`config.mk`:
```
export PLATFORM = sky130hd
export DESIGN_NAME = joy_conditioner
export DESIGN_NICKNAME = d
export VERILOG_FILES = /design/src/rtl/joy_pkg.sv /design/src/rtl/joy_debounce_bit.sv /design/src/rtl/joy_conditioner.sv
export SDC_FILE = /design/constraint.sdc
export NUM_CORES = 1
export LEC_CHECK = 0
export BUFFER_PORTS_ARGS = -buffer_cell sky130_fd_sc_hd__buf_2
export CORE_MARGIN = 1.5
export CORE_UTILIZATION = 37
export DETAILED_ROUTE_END_ITERATION = 8
export SKIP_CTS_REPAIR_TIMING = 1
export SLEW_MARGIN = 30
export SYNTH_ARGS = -nofsm -noshare
export SYNTH_HDL_FRONTEND = slang
export SYNTH_SLANG_ARGS = --single-unit
```
`constraint.sdc`:
```
create_clock -name clk -period 7.7 [get_ports clk]
set_input_delay 0.385 -clock clk [delete_from_list [all_inputs] [get_ports clk]]
set_output_delay 0.385 -clock clk [all_outputs]
set_load 0.05 [all_outputs]
```
`src/rtl/joy_pkg.sv`:
```
// Shared constants for the DB9 joystick conditioner.
// Bit map follows the Kempston order; all lines are active-low.
package joy_pkg;

  localparam int JOY_W     = 5;
  localparam int JOY_RIGHT = 0;
  localparam int JOY_LEFT  = 1;
  localparam int JOY_DOWN  = 2;
  localparam int JOY_UP    = 3;
  localparam int JOY_FIRE  = 4;

  localparam logic [JOY_W-1:0] JOY_RELEASED = 5'b11111;

endpackage

```
`src/rtl/joy_debounce_bit.sv`:
```
// One pad line: two-flop synchroniser, hold counter, stable flop.
// The change pulse is registered alongside the stable flop.
module joy_debounce_bit #(
  parameter int DEBOUNCE_CYCLES = 28000
) (
  input  logic clk,
  input  logic rst,
  input  logic raw,
  output logic stable,
  output logic changed
);

  localparam int CW = $clog2(DEBOUNCE_CYCLES);
  localparam logic [CW-1:0] LAST = CW'(DEBOUNCE_CYCLES - 1);

  logic          sync1;
  logic          sync2;
  logic [CW-1:0] cnt;

  // bring the asynchronous pad into the clk domain
  always_ff @(posedge clk or posedge rst) begin
    if (rst) begin
      sync1 <= 1'b1;
      sync2 <= 1'b1;
    end else begin
      sync1 <= raw;
      sync2 <= sync1;
    end
  end

  // accept a new level only after it has held for the full count
  always_ff @(posedge clk or posedge rst) begin
    if (rst) begin
      stable  <= 1'b1;
      cnt     <= '0;
      changed <= 1'b0;
    end else if (sync2 == stable) begin
      cnt     <= '0;
      changed <= 1'b0;
    end else if (cnt == LAST) begin
      stable  <= sync2;
      cnt     <= '0;
      changed <= 1'b1;
    end else begin
      cnt     <= cnt + 1'b1;
      changed <= 1'b0;
    end
  end

endmodule

```
`src/rtl/joy_conditioner.sv`:
```
// DB9 joystick conditioner: sync + debounce five active-low lines.
// Optional autofire on the fire line when JOY_AUTOFIRE_EN is defined.
module joy_conditioner
  import joy_pkg::*;
#(
  parameter int DEBOUNCE_CYCLES = 28000,
  parameter int AUTOFIRE_HALF   = 1400000
) (
  input  logic             clk,
  input  logic             rst,
  input  logic [JOY_W-1:0] joy_raw,
  input  logic             autofire_enable,
  output logic [JOY_W-1:0] joy_out,
  output logic             joy_changed
);

  logic [JOY_W-1:0] stable;
  logic [JOY_W-1:0] pulse;

  for (genvar i = 0; i < JOY_W; i++) begin : g_bit
    joy_debounce_bit #(
      .DEBOUNCE_CYCLES(DEBOUNCE_CYCLES)
    ) u_bit (
      .clk    (clk),
      .rst    (rst),
      .raw    (joy_raw[i]),
      .stable (stable[i]),
      .changed(pulse[i])
    );
  end

  assign joy_changed = |pulse;

`ifdef JOY_AUTOFIRE_EN
  localparam int AW = $clog2(AUTOFIRE_HALF);
  localparam logic [AW-1:0] AF_LAST = AW'(AUTOFIRE_HALF - 1);

  logic          af_on;
  logic          phase;
  logic [AW-1:0] af_cnt;

  assign af_on = ~stable[JOY_FIRE] & autofire_enable;

  // free-running half-period timer, parked at pressed while idle
  always_ff @(posedge clk or posedge rst) begin
    if (rst) begin
      af_cnt <= '0;
      phase  <= 1'b0;
    end else if (!af_on) begin
      af_cnt <= '0;
      phase  <= 1'b0;
    end else if (af_cnt == AF_LAST) begin
      af_cnt <= '0;
      phase  <= ~phase;
    end else begin
      af_cnt <= af_cnt + 1'b1;
    end
  end

  // fire follows the autofire phase while held with autofire on
  always_comb begin
    joy_out = stable;
    if (af_on) joy_out[JOY_FIRE] = phase;
  end
`else
  localparam int unused_af_half = AUTOFIRE_HALF;
  logic unused_af_enable;

  assign unused_af_enable = autofire_enable;

  // without autofire the stable lines are presented directly
  always_comb begin
    joy_out = stable;
  end
`endif

endmodule

```
Word level (Yosys, flattened, before mapping)
Cells that the tools add are included.
- bits in registers: 95
- output and inout port bits: 6
- word-level logic and storage cells: 71
- input port bits: 8
- equal/unequal tests: 10
- add/sub/neg operators: 5
- mux-type cells: 20
- bitwise operators: 5
- reductions and logical operators: 6
- operators with widths (cell ; number):
    15-bit 2-to-1 mux ; 10
    15-bit by 1-bit adder with 15-bit output, second input constant ; 5
    15-bit equality test, second input constant ; 5
    1-bit 2-to-1 mux ; 10
    2-bit AND reduction ; 5
    1-bit equality test ; 5
    1-bit inverter ; 5
    5-bit OR reduction ; 1

Depth between registers and ports, before layout
Gate-level depths: netlist (run 1).
- depth in word-level cells: 3
- mapped depth: 7
- depth with buffers taken out: 5

Modules after synthesis
From an unflattened synthesis (run 1), not the netlist that was laid out.
- cells, all modules: 428
- area, all modules: 4404.2 um2
- by module, submodules not included (module ; area an instance (um2) ; seq. area each (um2) ; cells each ; times used):
    joy_debounce_bit ; 878.3 ; 479.2 ; 85 ; 5
    joy_conditioner ; 12.5 ; 0.0 ; 3 ; 1

Worst setup path after synthesis (run 1)
OpenSTA, ideal clock, no wires.
- path type: flip-flop to flip-flop
- start point: reg g_bit[4].u_bit.cnt[0]
- end point: reg g_bit[4].u_bit.cnt[10]
- setup slack: 6143 ps
- arrival time: 1435 ps
- required time: 7579 ps
- library setup time: 121 ps
- buffers on the path: 2
- stages on the path, launching flop included: 8
- period minus slack after synthesis: 1557 ps
- cells stage by stage: dfrtp_1 -> ha_1 -> and4_1 -> buf_2 -> nand4_1 -> nand2b_1 -> buf_2 -> nor2_1
- longest elaborated chain between the ends: 3
- elaborated cells between the ends (all ways): 4
- classes of those cells: add/sub (1); eq/ne (1); mux (2)
- ends and longest elaborated chain (what ; RTL line ; source):
    from (decl) ; joy_debounce_bit.sv:18 ; logic [CW-1:0] cnt;
    from (signal assigned) ; joy_debounce_bit.sv:45 ; cnt <= cnt + 1'b1;
    15-bit by 1-bit adder with 15-bit output / 15-bit equality test (equally long branches) ; joy_debounce_bit.sv:45, joy_debounce_bit.sv:40 ;
    15-bit 2-to-1 mux * ; joy_debounce_bit.sv:40 ; end else if (cnt == LAST) begin
    15-bit 2-to-1 mux * ; joy_debounce_bit.sv:37 ; end else if (sync2 == stable) begin
Every way passes the cells marked *; elsewhere a longest branch is shown, timed or not.
A chain may end at the register's enable or synchronous reset.

Worst setup path after layout (run 1)
- start point: reg g_bit[4].u_bit.cnt[0]
- end point: reg g_bit[4].u_bit.cnt[8]
Same word-level chain as after synthesis.

==> results of run 1 <==
## flip-flops by register name, indices dropped and copies added (netlist names)
signal / flops
g_bit.u_bit.cnt: 75
g_bit.u_bit.stable: 5
g_bit.u_bit.changed: 5
g_bit.u_bit.sync1: 5
g_bit.u_bit.sync2: 5
## power by group through the flow
stage	Clock [uW]	Combinational [uW]	Sequential (uW)
after floorplan	0	24.8	527
after global placement	0	32.1	528
after detailed placement	0	32.8	529
after CTS	460	33.0	520
after global routing	477	37.3	521
final	439	31.4	520
## routing by layer
metal / track usage, % / part of all wire (%)
met3: 3.88 / 2.9
met4: 5.06 / 1.3
met5: 0 / 0
met1: 16.4 / 48
met2: 21.6 / 48
## stage by stage
stage | total power [uW] | utilization [%] | hold slack [ns] | area [um^2] | instances
3_5_place_dp | 562 | 39.6 | 0.347 | 4520 | 561
6_report | 990 | 42.2 | 0.00382 | 4820 | 577
3_3_place_gp | 560 | 39.6 | 0.346 | 4520 | 561
5_1_grt | 1040 | 42.2 | 0.0266 | 4820 | 577
4_1_cts | 1010 | 42.2 | -0.000218 | 4820 | 577
2_1_floorplan | 551 | - | 0.345 | 4340 | 416
## layout make-up
| cell class | instances | area (um^2) |
|---|---|---|
| multi-input combinational | 298 | 1830 |
| sequential | 95 | 2400 |
| fill | 1125 | 6600 |
| clock buffer | 9 | 225 |
| tap | 143 | 179 |
| clock inverter | 7 | 72.6 |
| inverter | 12 | 47.5 |
| timing repair buffer | 13 | 71.3 |
## layout by cell type (no fill, tap or decap), types with 4 or more instances in the layout
cell	count
nand3_1	25
xnor2_1	45
nor4bb_1	8
xor2_1	22
mux2_2	5
buf_2	12
nand2_1	24
nand4b_1	4
dfstp_2	15
nand4_1	19
inv_1	11
nor2_1	86
ha_1	5
dfrtp_1	80
clkbuf_16	9
nand2b_1	5
nor4_1	15
and4_1	5
nor3_1	12
## logic make-up (layout without fill, tap and decap cells)
| family | count (synthesis) | in the layout | share of synthesized area (%) |
|---|---|---|---|
| mux | 5 | 5 | 1.30 |
| xor+xnor | 67 | 67 | 13.5 |
| simple gates | 215 | 215 | 25.2 |
| flops | 95 | 95 | 55.2 |
| buf+inv | 23 | 41 | 2.59 |
| fa+ha+maj | 5 | 5 | 1.44 |
| compound gates | 6 | 6 | 0.749 |
## path summary, 6_finish.rpt
check,startpoint,cells past startpoint,slack (ns),end
worst max-delay path,g_bit[4].u_bit.cnt[0]$_DFF_PP0_,5,5.86,g_bit[4].u_bit.cnt[8]$_DFF_PP0_
worst min-delay path,rst,2,0.004,g_bit[2].u_bit.cnt[9]$_DFF_PP0_
worst max register to register,g_bit[4].u_bit.cnt[0]$_DFF_PP0_,5,5.86,g_bit[4].u_bit.cnt[8]$_DFF_PP0_
worst min register to register,g_bit[4].u_bit.sync1$_DFF_PP1_,0,0.36,g_bit[4].u_bit.sync2$_DFF_PP1_
max in group asynchronous,rst,3,6.79,g_bit[4].u_bit.cnt[13]$_DFF_PP0_
min in group clk,joy_raw[1],1,0.14,g_bit[1].u_bit.sync1$_DFF_PP1_
## critical path: cells and delay by family, from the launching register on
family	cells	cell delay (ns)
and+or+nand+nor	4	1.09
DFF	1	0.40
adders and majority gates	1	0.22
==> summary.md, run 1 <==
| Metric | Value |
|---|---|
| Gpl congestion | `0.814` |
| Min Tclk post-route | `1.84 ns` |
| ANT nets after route | `0` |
| DR WL/cell | `12.7 um` |
| Outcome | `complete, no violations` |
| First-pass GRT wire length | `between 10000 and 15000 um` |
| Cell taking the most area after synthesis | `dfrtp_1` |
| Top post-synthesis cells by area | `dfrtp_1 46%, dfstp_2 9.1%, xnor2_1 9.1%` |
| Floorplan row count | `39` |
| H-tree depth | `3` |
| Pre-antenna DRT Iters | `5` |
| Cells along the critical path | `ha_1 > and4_1 > nand4_1 > nand2b_1 > nor2_1` |
| Diodes inserted | `0` |
| DR iter-0 viols | `119` |
| Die X | `111 um` |
| Worst path max stage delay | `around 0.44 ns` |
| FMAX | `0.542 GHz` |
| Clk Latency, worst-skew pair | `0.34 ns` |
| Req. time, crit path | `7.90 ns` |
| Worst Setup Path Type | `reg -> reg` |
| Final worst setup slack | `5.86 ns` |
| Clock Skew | `0.00477 ns` |
| Syn Inst Count | `around 420` |
| Syn_nets | `429` |
| WL final | `7350 um` |
| Part of the power in the clock network | `44.3%` |
| CTS tree | `built` |
| Yosys warns | `0` |
| Setup crit start kind | `flop` |
| Mapped Avg Cell Area | `10.4 um^2` |
| Main synth FF type | `dfrtp_1` |
| Least-Margin Pin Slew | `0.622 ns` |
| Part of the power in registers | `52.5%` |
| Clk slew on worst S/H paths | `0.07 ns` |
| Peak VDD IR | `0.144 mV` |
| Layout area overhead | `11.1%` |
| Die ar. | `roughly 12000 um^2` |
| Internal power | `just under 800 uW` |
| Root buffer cell | `clkbuf_16` |
| Setup_tns | `0 ns` |
| Top-area cell type share of the netlist area | `about 46%` |
| Total track usage | `13.2%` |
| I/O pins | `14` |
| Sequential-to-total area share from yosys stat | `a little under three fifths` |
| Largest net degree at the start of global routing | `71` |
| Num CTS Buffers | `9` |
| Post-layout nets | `442` |
| Most common cell in the netlist | `nor2_1` |
| Final Max Slew Viols | `0` |
| CTS sink cnt | `95` |
| Logic pwr share | `3.2%` |
| Crit-path slowest cell | `nand2b_1` |
| Placed wire-length estimate | `approximately 4900 um` |
| Switching share of power | `22.1%` |
| I/O Buffers | `12` |
| Post-synthesis cell area | `about 4300 um^2` |
| Pleak | `0.00194 uW` |
| Worst setup EP type | `flop` |
| RSZ-0062 raised after global routing | `false` |
| Post-synth EDFFs | `0` |
| Ys async rst share | `100%` |
| Hold WC Path Type | `in -> async` |
| Fin crit share | `24.0%` |
| Initial antenna violation count | `0` |
| Via count | `2881` |
| GRT overflow | `0` |
| NetSw | `219 uW` |
| FF+latch count, synth | `95` |
| Layout cells sized above 1 | `12.2%` |
| Power Density | `205 nW/um^2` |
| Drc violations | `0` |
| Initial core utilization | `38.0%` |
| Max capacitance violation total | `0` |
| Core Box Area | `11400 um^2` |
| Worst Path Arrival | `2.05 ns` |
| Die outline height | `111 um` |
| Dpl ws | `5.82 ns` |
| Final Hold Vio Count | `0` |
| Vias in the first global route | `2902` |
| Routed vias/inst | `4.99` |
| Yosys cell types | `32` |
| Final setup fails | `0` |
| List of most frequent post-synthesis cells | `86 x nor2_1, 80 x dfrtp_1, 45 x xnor2_1, 25 x nand3_1, 24 x nand2_1` |
| Clock buffer depth | `2` |
| Slew headroom | `58.5%` |
| CP Max Fanout | `14` |
(Power assumes the default switching activity.)
==> run 2, diff against run 1 <==
==> constraint.sdc (replaced) <==
create_clock -name clk -period 1.71 [get_ports clk]
set_input_delay 0.0855 -clock clk [delete_from_list [all_inputs] [get_ports clk]]
set_output_delay 0.0855 -clock clk [all_outputs]
set_load 0.05 [all_outputs]
==> run 2 against run 1 <==
Sequential share of layout area is 1.9 points lower. Largest power group unchanged. Global-route usage is 0.30 points lower. Critical path depth is 1 higher.
==> summary.md, run 2 (synthesized netlist as in run 1, its figures left out) <==
| Metric | Value |
|---|---|
| Seq. cell area | `about 2400 um^2` |
| Commonest non-fill, non-tap cells in the layout | `86 x nor2_1, 80 x dfrtp_1, 45 x xnor2_1` |
| Min Tclk post-route | `1.55 ns` |
| Worst Path Arrival | `1.78 ns` |
| Clock buffer depth | `2` |
| Dpl ws | `0.158 ns` |
| Vias in the first global route | `2912` |
| Cells along the critical path | `ha_1 > and4_1 > nand4b_1 > nand2b_1 > buf_4 > nor2_1` |
| Root buffer cell | `clkbuf_16` |
| Layout cells sized above 1 | `approximately 15%` |
| Placed wire-length estimate | `5100 um` |
| Slew headroom | `around 73%` |
| ANT nets after route | `0` |
| Die X | `111 um` |
| Setup_tns | `0 ns` |
| Drc violations | `0` |
| Diodes inserted | `0` |
| Die ar. | `12400 um^2` |
| Initial core utilization | `approximately two fifths` |
| DR iter-0 viols | `78` |
| Largest register FFs | `75` |
| Pre-antenna DRT Iters | `4` |
| Die outline height | `roughly 110 um` |
| Gpl congestion | `roughly 0.76` |
| Fin crit share | `90.7%` |
| Largest net degree at the start of global routing | `55` |
| Worst path max stage delay | `between 0.3 and 0.4 ns` |
| Total track usage | `12.9%` |
| Max capacitance violation total | `0` |
| I/O Buffers | `12` |
| Most common cell after layout, fill and taps aside | `nor2_1` |
| Fillers | `1128` |
| Total Power | `4480 uW` |
| Hold WC Path Type | `in -> async` |
| RSZ-0062 raised after global routing | `false` |
| Area of the multi-input gates | `~1800 um^2` |
| Outcome | `complete, no violations` |
| Pleak | `between 0.002 and 0.0025 uW` |
| H-tree depth | `3` |
| Crit-path slowest cell | `dfrtp_1` |
| Worst setup EP type | `flop` |
| Num CTS Buffers | `9` |
| CP Buf/Inv Count | `1` |
| First-pass GRT wire length | `13000 um` |
| WL final | `7220 um` |
| Final Max Slew Viols | `0` |
| I/O pins | `14` |
| CTS sink cnt | `95` |
| Final setup fails | `0` |
| Hold_ws | `0.288 ns` |
| Core Box Area | `11400 um^2` |
| Worst Setup Path Type | `reg -> reg` |
| GRT overflow | `0` |
| Clock Skew | `0.00386 ns` |
| Initial antenna violation count | `0` |
| FMAX | `~0.64 GHz` |
| Delay-heaviest family, CP | `simple AND/OR/NAND/NOR gates` |
| Clk Latency, worst-skew pair | `~0.34 ns` |
| DR WL/cell | `~12 um` |
| Power Density | `893 nW/um^2` |
| Final Hold Vio Count | `0` |
| Final worst setup slack | `0.160 ns` |
| Peak VDD IR | `0.444 mV` |
| CP Max Fanout | `8` |
| Top reg by flops | `g_bit.u_bit.cnt` |
| Least-Margin Pin Slew | `0.404 ns` |
| Routed vias/inst | `4.85` |
| Floorplan row count | `39` |
| Clk slew on worst S/H paths | `0.06 ns` |
| Layout area overhead | `15.5%` |
| Setup crit start kind | `flop` |
| Req. time, crit path | `1.94 ns` |
| CTS tree | `built` |
| Via count | `2901` |
| Post-layout nets | `about 460` |
[run 2: routing by layer]
layer | GRT usage [%] | wire [um] | up-vias
met5 | 0 | 0 | -
met4 | 5.57 | 136 | 0
met3 | 3.55 | 199 | 11
met2 | 20.3 | 3380 | 27
met1 | 16.6 | 3500 | 1384
li1 | - | - | 1479
[run 2: area by class of cell]
type,instances,share of cell area (%)
Sequential cell,95,47.8
Multi-Input combinational cell,298,36.5
Timing Repair Buffer,34,5.29
Clock buffer,11,4.64
Tap cell,143,3.57
Clock inverter,5,1.17
Inverter,12,0.974
[run 2: worst register-to-register path: stages (launching register included)]
cell	delay, ns
dfrtp_1	0.38
ha_1	0.23
and4_1	0.26
nand4b_1	0.19
nand2b_1	0.15
buf_4	0.16
nor2_1	0.06
[run 2: through the flow]
| step | area (um^2) | instances | util [%] |
|---|---|---|---|
| floorplan | 4340 | 416 | - |
| global placement | 4660 | 576 | 40.8 |
| detailed placement | 4660 | 576 | 40.8 |
| CTS | 4950 | 592 | 43.4 |
| global route | 5010 | 598 | 43.9 |
| finish | 5010 | 598 | 43.9 |
[run 2: final timing paths]
check / from / endpoint / slack (ns) / depth (start not counted)
max in group asynchronous: rst / g_bit[2].u_bit.stable$_DFFE_PP1P_ / 0.79 / 4
max reg2reg: g_bit[1].u_bit.cnt[1]$_DFF_PP0_ / g_bit[1].u_bit.cnt[7]$_DFF_PP0_ / 0.16 / 6
min: rst / g_bit[1].u_bit.cnt[14]$_DFF_PP0_ / 0.29 / 3
max: g_bit[1].u_bit.cnt[1]$_DFF_PP0_ / g_bit[1].u_bit.cnt[7]$_DFF_PP0_ / 0.16 / 6
min reg2reg: g_bit[4].u_bit.sync1$_DFF_PP1_ / g_bit[4].u_bit.sync2$_DFF_PP1_ / 0.36 / 0
min in group clk: g_bit[4].u_bit.sync1$_DFF_PP1_ / g_bit[4].u_bit.sync2$_DFF_PP1_ / 0.36 / 0
[run 2: power breakdown]
part	switching, uW	internal, uW
logic	109	78.3
registers	37.7	2300
clock network	820	1130
